### src/rtl/decode_stage_if.sv
// Fetch-to-decode and decode-to-execute bundle for decode_stage.
// The opcode type/group encodings live here so every user of the bundle
// sees the same bit positions.

`ifndef DECODE_STAGE_DEFINES
`define DECODE_STAGE_DEFINES
`define OPCODE_COUNT        14
`define TYPE_UNKNOWN        0
`define TYPE_NOP            1
`define TYPE_ADD            2
`define TYPE_ADC            3
`define TYPE_SUB            4
`define TYPE_AND            5
`define TYPE_EOR            6
`define TYPE_OR             7
`define TYPE_MOV            8
`define TYPE_NEG            9
`define TYPE_LD_Y           10
`define TYPE_LDI            11
`define TYPE_LDS            12
`define TYPE_STS            13
`define GROUP_COUNT         11
`define GROUP_ALU_ONE_OP    0
`define GROUP_ALU_TWO_OP    1
`define GROUP_REGISTER      2
`define GROUP_LOAD_DIRECT   3
`define GROUP_LOAD_INDIRECT 4
`define GROUP_STORE_DIRECT  5
`define GROUP_STORE_INDIRECT 6
`define GROUP_ALU           7
`define GROUP_LOAD          8
`define GROUP_STORE         9
`define GROUP_MEMORY        10
`endif

interface decode_stage_if #(
  parameter int INSTR_WIDTH  = 16,
  parameter int R_ADDR_WIDTH = 5,
  parameter int IMD_WIDTH    = 16
);
  logic [INSTR_WIDTH-1:0]   in_instr;
  logic                     in_valid;
  logic                     in_ready;
  logic                     out_valid;
  logic                     out_ready;
  logic [`OPCODE_COUNT-1:0] opcode_type;
  logic [`GROUP_COUNT-1:0]  opcode_group;
  logic [R_ADDR_WIDTH-1:0]  opcode_rd;
  logic [R_ADDR_WIDTH-1:0]  opcode_rr;
  logic [IMD_WIDTH-1:0]     opcode_imd;
  logic [2:0]               opcode_bit;
  logic                     opcode_words;

  // Fetch/consumer side.
  modport master (
    output in_instr, in_valid, out_ready,
    input  in_ready, out_valid, opcode_type, opcode_group, opcode_rd,
           opcode_rr, opcode_imd, opcode_bit, opcode_words
  );

  // Decode stage side.
  modport slave (
    input  in_instr, in_valid, out_ready,
    output in_ready, out_valid, opcode_type, opcode_group, opcode_rd,
           opcode_rr, opcode_imd, opcode_bit, opcode_words
  );
endinterface

### src/rtl/decode_stage.sv
// Registered, flow-controlled AVR instruction decode stage.
// Assembles two-word LDS/STS, presents one registered record per instruction.
//
//   state | meaning
//   S_OP  | next accepted word is an opcode
//   S_K   | next accepted word is the 16-bit address of a pending LDS/STS

module decode_stage #(
  parameter int INSTR_WIDTH    = 16,
  parameter int R_ADDR_WIDTH   = 5,
  parameter int IMD_WIDTH      = 16,
  parameter bit LONG_MEM_EN    = 1'b1,
  parameter bit HIGH_REGS_ONLY = 1'b1
) (
  input logic          clk,
  input logic          reset,
  input logic          flush,
  decode_stage_if.slave bus
);

  localparam int TW = `OPCODE_COUNT;
  localparam int GW = `GROUP_COUNT;

  typedef enum logic {S_OP, S_K} state_t;

  state_t                  state_q, state_d;
  logic                    out_valid_q, out_valid_d;
  logic [TW-1:0]           type_q, type_d;
  logic [GW-1:0]           group_q, group_d;
  logic [R_ADDR_WIDTH-1:0] rd_q, rd_d;
  logic [R_ADDR_WIDTH-1:0] rr_q, rr_d;
  logic [IMD_WIDTH-1:0]    imd_q, imd_d;
  logic                    words_q, words_d;
  logic                    pend_sts_q, pend_sts_d;
  logic [R_ADDR_WIDTH-1:0] pend_reg_q, pend_reg_d;

  logic [INSTR_WIDTH-1:0]  instr;
  logic                    in_ready;
  logic                    accept;

  logic [TW-1:0]           dec_type;
  logic [R_ADDR_WIDTH-1:0] dec_rd;
  logic [R_ADDR_WIDTH-1:0] dec_rr;
  logic [IMD_WIDTH-1:0]    dec_imd;
  logic                    dec_long;
  logic                    dec_sts;
  logic                    two_op;

  function automatic logic [TW-1:0] onehot(input int idx);
    logic [TW-1:0] v;
    v      = '0;
    v[idx] = 1'b1;
    return v;
  endfunction

  // Register fields address R16..R31 only when the small register file is used.
  function automatic logic [R_ADDR_WIDTH-1:0] reg_field(input logic [4:0] raw);
    logic [R_ADDR_WIDTH-1:0] r;
    r = R_ADDR_WIDTH'(raw);
    if (HIGH_REGS_ONLY) r[4] = 1'b1;
    return r;
  endfunction

  function automatic logic [GW-1:0] group_of(input logic [TW-1:0] t);
    logic [GW-1:0] g;
    g = '0;
    g[`GROUP_ALU_ONE_OP]     = t[`TYPE_NEG];
    g[`GROUP_ALU_TWO_OP]     = t[`TYPE_ADD] | t[`TYPE_ADC] | t[`TYPE_SUB] |
                               t[`TYPE_AND] | t[`TYPE_EOR] | t[`TYPE_OR];
    g[`GROUP_REGISTER]       = t[`TYPE_MOV] | t[`TYPE_LDI];
    g[`GROUP_LOAD_DIRECT]    = t[`TYPE_LDS];
    g[`GROUP_LOAD_INDIRECT]  = t[`TYPE_LD_Y];
    g[`GROUP_STORE_DIRECT]   = t[`TYPE_STS];
    g[`GROUP_STORE_INDIRECT] = 1'b0;
    g[`GROUP_ALU]            = g[`GROUP_ALU_ONE_OP] | g[`GROUP_ALU_TWO_OP];
    g[`GROUP_LOAD]           = g[`GROUP_LOAD_DIRECT] | g[`GROUP_LOAD_INDIRECT];
    g[`GROUP_STORE]          = g[`GROUP_STORE_DIRECT] | g[`GROUP_STORE_INDIRECT];
    g[`GROUP_MEMORY]         = g[`GROUP_LOAD] | g[`GROUP_STORE];
    return g;
  endfunction

  assign instr        = bus.in_instr;
  // Ready depends only on the output slot, never on in_valid.
  assign in_ready     = !out_valid_q || bus.out_ready;
  assign accept       = bus.in_valid && in_ready;

  assign bus.in_ready     = in_ready;
  assign bus.out_valid    = out_valid_q;
  assign bus.opcode_type  = type_q;
  assign bus.opcode_group = group_q;
  assign bus.opcode_rd    = rd_q;
  assign bus.opcode_rr    = rr_q;
  assign bus.opcode_imd   = imd_q;
  assign bus.opcode_bit   = 3'b000;
  assign bus.opcode_words = words_q;

  // Single-word decode of the incoming word.
  always_comb begin
    dec_type = onehot(`TYPE_UNKNOWN);
    dec_rd   = '0;
    dec_rr   = '0;
    dec_imd  = '0;
    dec_long = 1'b0;
    dec_sts  = 1'b0;
    two_op   = 1'b0;
    casez (instr[15:0])
      16'b0000_0000_0000_0000: dec_type = onehot(`TYPE_NOP);
      16'b0000_11??_????_????: begin dec_type = onehot(`TYPE_ADD); two_op = 1'b1; end
      16'b0001_11??_????_????: begin dec_type = onehot(`TYPE_ADC); two_op = 1'b1; end
      16'b0001_10??_????_????: begin dec_type = onehot(`TYPE_SUB); two_op = 1'b1; end
      16'b0010_00??_????_????: begin dec_type = onehot(`TYPE_AND); two_op = 1'b1; end
      16'b0010_01??_????_????: begin dec_type = onehot(`TYPE_EOR); two_op = 1'b1; end
      16'b0010_10??_????_????: begin dec_type = onehot(`TYPE_OR);  two_op = 1'b1; end
      16'b0010_11??_????_????: begin dec_type = onehot(`TYPE_MOV); two_op = 1'b1; end
      16'b1001_010?_????_0001: begin
        dec_type = onehot(`TYPE_NEG);
        dec_rd   = reg_field(instr[8:4]);
      end
      16'b1000_000?_????_1000: begin
        dec_type = onehot(`TYPE_LD_Y);
        dec_rd   = reg_field(instr[8:4]);
      end
      16'b1110_????_????_????: begin
        dec_type = onehot(`TYPE_LDI);
        dec_rd   = reg_field({1'b1, instr[7:4]});
        dec_imd  = IMD_WIDTH'({instr[11:8], instr[3:0]});
      end
      16'b1010_0???_????_????: begin
        dec_type = onehot(`TYPE_LDS);
        dec_rd   = reg_field({1'b1, instr[7:4]});
        dec_imd  = IMD_WIDTH'({~instr[8], instr[8], instr[10:9], instr[3:0]});
      end
      16'b1010_1???_????_????: begin
        dec_type = onehot(`TYPE_STS);
        dec_rr   = reg_field({1'b1, instr[7:4]});
        dec_imd  = IMD_WIDTH'({~instr[8], instr[8], instr[10:9], instr[3:0]});
      end
      16'b1001_000?_????_0000: begin
        if (LONG_MEM_EN) begin
          dec_long = 1'b1;
          dec_rd   = reg_field(instr[8:4]);
        end
      end
      16'b1001_001?_????_0000: begin
        if (LONG_MEM_EN) begin
          dec_long = 1'b1;
          dec_sts  = 1'b1;
          dec_rr   = reg_field(instr[8:4]);
        end
      end
      default: ;
    endcase
    if (two_op) begin
      dec_rd = reg_field(instr[8:4]);
      dec_rr = reg_field({instr[9], instr[3:0]});
    end
  end

  // Next state, pending-word latch and output record load.
  always_comb begin
    state_d     = state_q;
    out_valid_d = out_valid_q && !bus.out_ready;
    type_d      = type_q;
    group_d     = group_q;
    rd_d        = rd_q;
    rr_d        = rr_q;
    imd_d       = imd_q;
    words_d     = words_q;
    pend_sts_d  = pend_sts_q;
    pend_reg_d  = pend_reg_q;
    if (flush) begin
      out_valid_d = 1'b0;
      state_d     = S_OP;
      pend_sts_d  = 1'b0;
      pend_reg_d  = '0;
    end else if (accept) begin
      if (state_q == S_K) begin
        out_valid_d = 1'b1;
        type_d      = pend_sts_q ? onehot(`TYPE_STS) : onehot(`TYPE_LDS);
        group_d     = group_of(type_d);
        rd_d        = pend_sts_q ? '0 : pend_reg_q;
        rr_d        = pend_sts_q ? pend_reg_q : '0;
        imd_d       = IMD_WIDTH'(instr[15:0]);
        words_d     = 1'b1;
        state_d     = S_OP;
        pend_sts_d  = 1'b0;
        pend_reg_d  = '0;
      end else if (dec_long) begin
        state_d    = S_K;
        pend_sts_d = dec_sts;
        pend_reg_d = dec_sts ? dec_rr : dec_rd;
      end else begin
        out_valid_d = 1'b1;
        type_d      = dec_type;
        group_d     = group_of(dec_type);
        rd_d        = dec_rd;
        rr_d        = dec_rr;
        imd_d       = dec_imd;
        words_d     = 1'b0;
      end
    end
  end

  // State and record registers; reset wins over flush and handshakes.
  always_ff @(posedge clk) begin
    if (reset) begin
      state_q     <= S_OP;
      out_valid_q <= 1'b0;
      type_q      <= onehot(`TYPE_UNKNOWN);
      group_q     <= '0;
      rd_q        <= '0;
      rr_q        <= '0;
      imd_q       <= '0;
      words_q     <= 1'b0;
      pend_sts_q  <= 1'b0;
      pend_reg_q  <= '0;
    end else begin
      state_q     <= state_d;
      out_valid_q <= out_valid_d;
      type_q      <= type_d;
      group_q     <= group_d;
      rd_q        <= rd_d;
      rr_q        <= rr_d;
      imd_q       <= imd_d;
      words_q     <= words_d;
      pend_sts_q  <= pend_sts_d;
      pend_reg_q  <= pend_reg_d;
    end
  end

endmodule

### src/flat_wrapper.sv
// flat-port wrapper written by rule: the top's interface ports become plain ports
module decode_stage_flat 
#(
  parameter int INSTR_WIDTH    = 16,
  parameter int R_ADDR_WIDTH   = 5,
  parameter int IMD_WIDTH      = 16,
  parameter bit LONG_MEM_EN    = 1'b1,
  parameter bit HIGH_REGS_ONLY = 1'b1
)
  (clk, reset, flush, bus_in_instr, bus_in_valid, bus_out_ready, bus_in_ready, bus_out_valid, bus_opcode_type, bus_opcode_group, bus_opcode_rd, bus_opcode_rr, bus_opcode_imd, bus_opcode_bit, bus_opcode_words);
  decode_stage_if #(.INSTR_WIDTH(INSTR_WIDTH), .R_ADDR_WIDTH(R_ADDR_WIDTH), .IMD_WIDTH(IMD_WIDTH)) bus_i ();
  input logic clk;
  input logic reset;
  input logic flush;
  input wire logic [$bits(bus_i.in_instr)-1:0] bus_in_instr;
  input wire logic [$bits(bus_i.in_valid)-1:0] bus_in_valid;
  input wire logic [$bits(bus_i.out_ready)-1:0] bus_out_ready;
  output wire logic [$bits(bus_i.in_ready)-1:0] bus_in_ready;
  output wire logic [$bits(bus_i.out_valid)-1:0] bus_out_valid;
  output wire logic [$bits(bus_i.opcode_type)-1:0] bus_opcode_type;
  output wire logic [$bits(bus_i.opcode_group)-1:0] bus_opcode_group;
  output wire logic [$bits(bus_i.opcode_rd)-1:0] bus_opcode_rd;
  output wire logic [$bits(bus_i.opcode_rr)-1:0] bus_opcode_rr;
  output wire logic [$bits(bus_i.opcode_imd)-1:0] bus_opcode_imd;
  output wire logic [$bits(bus_i.opcode_bit)-1:0] bus_opcode_bit;
  output wire logic [$bits(bus_i.opcode_words)-1:0] bus_opcode_words;
  assign bus_i.in_instr = bus_in_instr;
  assign bus_i.in_valid = bus_in_valid;
  assign bus_i.out_ready = bus_out_ready;
  assign bus_in_ready = bus_i.in_ready;
  assign bus_out_valid = bus_i.out_valid;
  assign bus_opcode_type = bus_i.opcode_type;
  assign bus_opcode_group = bus_i.opcode_group;
  assign bus_opcode_rd = bus_i.opcode_rd;
  assign bus_opcode_rr = bus_i.opcode_rr;
  assign bus_opcode_imd = bus_i.opcode_imd;
  assign bus_opcode_bit = bus_i.opcode_bit;
  assign bus_opcode_words = bus_i.opcode_words;
  decode_stage #(.INSTR_WIDTH(INSTR_WIDTH), .R_ADDR_WIDTH(R_ADDR_WIDTH), .IMD_WIDTH(IMD_WIDTH), .LONG_MEM_EN(LONG_MEM_EN), .HIGH_REGS_ONLY(HIGH_REGS_ONLY)) u_core (.clk(clk), .reset(reset), .flush(flush), .bus(bus_i));
endmodule
### config.mk
export PLATFORM = sky130hd
export DESIGN_NAME = decode_stage_flat
export DESIGN_NICKNAME = d
export VERILOG_FILES = /design/src/rtl/decode_stage_if.sv /design/src/rtl/decode_stage.sv /design/src/flat_wrapper.sv
export SDC_FILE = /design/constraint.sdc
export NUM_CORES = 1
export LEC_CHECK = 0
export ABC_AREA = 1
export BUFFER_PORTS_ARGS = -buffer_cell sky130_fd_sc_hd__buf_2
export CORE_UTILIZATION = 55
export CTS_CLUSTER_SIZE = 40
export DETAILED_ROUTE_END_ITERATION = 8
export PLACE_DENSITY = 0.84
export SLEW_MARGIN = 20
export SYNTH_ARGS = -nofsm -noshare
export SYNTH_HDL_FRONTEND = slang
export SYNTH_SLANG_ARGS = --single-unit
### constraint.sdc
create_clock -name clk -period 4 [get_ports clk]
set_clock_uncertainty 0.2 [all_clocks]
set_input_delay 0.8 -clock clk [delete_from_list [all_inputs] [get_ports clk]]
set_output_delay 0.8 -clock clk [all_outputs]
set_load 0.03 [all_outputs]
* Word level (Yosys, flattened, before mapping)
Cells that the tools add are included.
Widths: inputs -> output; s select.
** Operators by class
- Equality and inequality tests :: 15
- Mux-type cells :: 34
- Bitwise logic cells :: 20
- Reductions and logical operators :: 15
** Operators with widths (count)
- $pmux 14 s13 :: 1
- $mux 5 :: 13
- $eq 11x11->1 const B :: 4
- $mux 14 :: 3
- $mux 16 :: 2
- $eq 6x4->1 const B :: 4
- $mux 11 :: 2
- $or 1x1->1 :: 18
- $logic_not 16->1 :: 1
- $pmux 8 s2 :: 1
- $eq 6x3->1 const B :: 2
- $mux 1 :: 12
- $eq 5x5->1 const B :: 2
- $reduce_or 2->1 :: 4
- $reduce_or 7->1 :: 1
- $eq 6x2->1 const B :: 1
- $reduce_or 5->1 :: 1
- $eq 4x4->1 const B :: 1
- $reduce_and 3->1 :: 1
- $logic_and 1x1->1 :: 2
- $logic_not 1->1 :: 2
- $ne 2x1->1 const B :: 1
- $not 1->1 :: 2
- $reduce_and 2->1 :: 1
- 2 further kinds :: 2
** Word-level totals
- Register bits :: 60
- Output and inout bits :: 57
- Word-level logic and storage cells :: 94

* Depth between registers and ports, before layout
- Depth after elaboration :: 10
- Gate-level depth with buffers :: 13
- Depth with buffers taken out :: 11

* Worst setup path before layout
No wires, ideal clock.
- Kind :: in2reg
- Start :: in bus_in_instr[13]
- End :: reg u_core.imd_q[4] (netlist: u_core.bus.opcode_imd[4])
- Setup time :: 0.128 ns
- Data arrival time :: 1.902 ns
- Slack :: 1.770 ns
- Stages on the path :: 12
- Buffers on the path :: 2
- Cells stage by stage :: buf_4 nor2_1 nand2_1 nor2_1 nand2_1 nand2_2 nand2_4 nand3_4 inv_2 buf_4 o21ai_1 nor2_1
** Between the ends
- Longest elaborated chain between the ends :: 5
- Elaborated cells on any way between the ends :: 13
- Those cells by class :: eq/ne (6); mux (4); reduce/logical (3)
** Ends and longest elaborated chain
- from (decl) :: RTL line flat_wrapper.sv:15 : input wire logic [$bits(bus_i.in_instr)-1:0] bus_in_instr;
- $eq 11x11->1 or $eq 5x5->1 (tied branches) :: RTL line decode_stage.sv:106 : casez (instr[15:0])
- $reduce_or 2->1 (no source line)
- $mux 1 or $pmux 8 s2 (tied branches)
- $ne 2x1->1 (no source line) or $mux 16 (tied branches)
- $reduce_and 3->1 (no source line) or $mux 16 (tied branches)
- to (signal assigned) :: RTL line decode_stage.sv:224 : imd_q <= imd_d;
- to (decl) :: RTL line decode_stage.sv:32 : logic [IMD_WIDTH-1:0] imd_q, imd_d;
Several ways; a longest one is shown, not always the timed one. The select of a mux whose other input is x is not followed.
A chain may end at the register's enable or synchronous reset.

* Final worst setup path
- Start :: reg u_core.state_q
- End :: reg u_core.imd_q[4] (netlist: u_core.bus.opcode_imd[4])
** Between the ends
- Longest elaborated chain between the ends :: 2
- Elaborated cells on any way between the ends :: 3
- Those cells by class :: eq/ne (1); mux (1); reduce/logical (1)
** Ends and longest elaborated chain
- from (decl) :: RTL line decode_stage.sv:26 : state_t state_q, state_d;
- from (signal assigned) :: RTL line decode_stage.sv:218 : state_q <= state_d;
- $ne 2x1->1 (no source line)
- $reduce_and 3->1 (no source line)
Several ways; a longest one is shown, not always the timed one.

==> results.sh <==
export IMPL_outcome="completed"
export IMPL_detailedPlace_worstSlack_ps=1140
export IMPL_clock_path_buffers=2
export IMPL_ant_nets=0
export IMPL_drive_above_1_share=0.192
export IMPL_portBuffers=73
export IMPL_antenna_diode_count=0
export IMPL_cp_data_arrival_time_ps=2860
export IMPL_hold_buffers=0
export IMPL_synth_edf_count=0
export IMPL_rsz0062_at_grt="false"
export IMPL_root_buffer="clkbuf_8"
export IMPL_synthTopCellsByArea="dfxtp_1, nand2_1, a21oi_1, nor2_1, buf_4"
export IMPL_nFillCells=478
export IMPL_grt_pass1_vias=2429
export IMPL_path_class="reg2reg"
export IMPL_netlist_instances=429
export IMPL_layout_min_cycle_time_ps=2890
export IMPL_placed_cell_area_mm2=0.00307
export IMPL_synthTopCellsByCount="nand2_1, dfxtp_1, nor2_1, a21oi_1, inv_1"
export IMPL_drtIter0Drc=220
export IMPL_crit_required_ps=3980
export IMPL_p_leak_nw=1.54
export IMPL_cts_sink_count=54
export IMPL_syn_area_per_cell_um2=6.45
export IMPL_gp_congestion=0.939
export IMPL_fp_dieH_um=72.9
export IMPL_fmax_ghz=0.346
export IMPL_setup_viol=0
export IMPL_tightest_slew_ps=808
export IMPL_h_tree_depth=2
export IMPL_crit_fanout=24
export IMPL_die_area_mm2=0.00532
export IMPL_die_w_um=72.9
export IMPL_num_rows=25
export IMPL_grt_max_degree=47
export IMPL_dpl_hpwl_mm=5.39
export IMPL_min_path_type="reg2reg"
export IMPL_relSlewSlack=0.461
export IMPL_maxSlewViolCount=0
export IMPL_cts_made_buffers=5
export IMPL_initial_utilization=0.578
export IMPL_clock_latency_ps=310
export IMPL_viasPerCell=5.29
export IMPL_fin_area_mm2=0.00318
export IMPL_vias=2940
export IMPL_synth_ff_type="dfxtp_1"
export IMPL_end_kind="register"
export IMPL_synth_most_common_cell="nand2_1"
export IMPL_avgRoutedWirePerCell_um=12.9
export IMPL_final_nets=509
export IMPL_clk_pin_slew_worst_paths_ps=90
export IMPL_cts_tree="built"
export IMPL_finalHoldViolations=0
export IMPL_ys_seq_elements=54
export IMPL_startpoint_type="register"
export IMPL_ys_warn_count=0
export IMPL_wl_mm=7.19
export IMPL_drc_errors=0
export IMPL_cap_violations=0
export IMPL_min_period_over_period=0.722
export IMPL_synth_largest_area_cell="dfxtp_1"
export IMPL_setup_ws_ps=1110
export IMPL_setup_tns_ps=0
export IMPL_drt_pre_antenna_iters=4
export IMPL_cts_setup_buffers=0
export IMPL_place_inst=548
export IMPL_peakVddDrop_uv=247
export IMPL_ctsResizeCount=0
export IMPL_seq_area_frac_synth=0.391
export IMPL_synth_top_area_share=0.391
export IMPL_cpPeakStageDelay_ps=620
export IMPL_ys_async_sr_fraction=0
export IMPL_coreArea_mm2=0.00479
export IMPL_netlist_area_mm2=0.00277
export IMPL_grtUsageTotal=0.278
export IMPL_crit_chain="clkinv_1, nand2_4, nand3_4, inv_2, o21ai_0, o21ai_1, nor2_1"
export IMPL_antenna_found_initial=0
export IMPL_num_io_pins=78
export IMPL_critical_path_slowest_cell="clkinv_1"
export IMPL_final_cell_count_no_fill=556
export IMPL_grt_pass1_wl_mm=11.5
export IMPL_powerDensity_mw_per_mm2=329
export IMPL_area_growth_pct=15.1
export IMPL_synth_cell_types=26
export IMPL_overflow=0
[routing by layer]
layer | routed length (um) | track usage | up-vias
li1 | - | - | 1475
met1 | 3520 | 0.406 | 1334
met2 | 3130 | 0.436 | 124
met3 | 485 | 0.0401 | 7
met4 | 65 | 0.0566 | 0
met5 | 0 | 0 | -
[report_power, final]
group / internal [mW] / total (mW) / leakage [nW] / switching (mW)
Sequential: 0.546 / 0.550 / 0.437 / 0.00421
Combinational: 0.0338 / 0.132 / 1.05 / 0.0987
Clock: 0.184 / 0.364 / 0.0579 / 0.179
Total: 0.764 / 1.05 / 1.54 / 0.282
[logic make-up after synthesis]
| family | synth area share |
|---|---|
| other | 0.00136 |
| AOI/OAI and AO/OA | 0.138 |
| DFF | 0.391 |
| and+or+nand+nor | 0.365 |
| buffers and inverters | 0.105 |
[flip-flops by register name (all words and copies together) (netlist names)]
signal                   flops
u_core.bus.opcode_rd         5
u_core.bus.opcode_rr         5
u_core.bus.opcode_type      13
u_core.pend_reg_q            5
u_core.pend_sts_q            1
u_core.state_q               1
u_core.bus.out_valid         1
u_core.bus.opcode_imd       16
u_core.bus.opcode_words      1
u_core.bus.opcode_group      6
[critical path: cells and delay by family (launching register included)]
| kind | cells | cell delay [ps] |
|---|---|---|
| compound gates | 2 | 300 |
| flops | 1 | 590 |
| simple gates | 3 | 630 |
| buf+inv | 2 | 1020 |
[through the flow]
| stage | power (mW) | util | hold WS (ps) |
|---|---|---|---|
| final | 1.05 | 0.665 | 267 |
| after global routing | 1.08 | 0.665 | 286 |
| after CTS | 1.05 | 0.665 | 269 |
| after detailed placement | 0.693 | 0.642 | 254 |
| after global placement | 0.692 | 0.642 | 247 |
| after floorplan | 0.660 | - | 254 |
[cell type report]
cell class,instances,area [um2],share of cell area
multi-input cells,318,1410,0.441
clock buffers,5,68.8,0.0216
well taps,67,83.8,0.0263
repair buffers,74,373,0.117
inverters,35,131,0.0413
flip-flops and latches,54,1080,0.340
clock inverters,3,40.0,0.0126
[worst paths after layout]
check	from	depth (start not counted)	endpoint	slack, ps
worst max register to register	u_core.state_q	7	u_core.bus.opcode_imd[4]	1110
worst max-delay path	u_core.state_q	7	u_core.bus.opcode_imd[4]	1110
worst min-delay path	u_core.bus.opcode_imd[12]	2	u_core.bus.opcode_imd[12]	270
worst min register to register	u_core.bus.opcode_imd[12]	2	u_core.bus.opcode_imd[12]	270
[cell usage in the layout, fill, tap and decap left out, drive strengths merged]
master	n
nand2	147
buf	74
nor2	56
dfxtp	54
a21oi	53
inv	34
nand3	26
o21ai	16
nor3	6
clkbuf	5
a21boi	4
conb	4
nand4	3
clkinv	3
nor4	2
a31oi	1
bufinv	1
(Power assumes the default switching activity.)
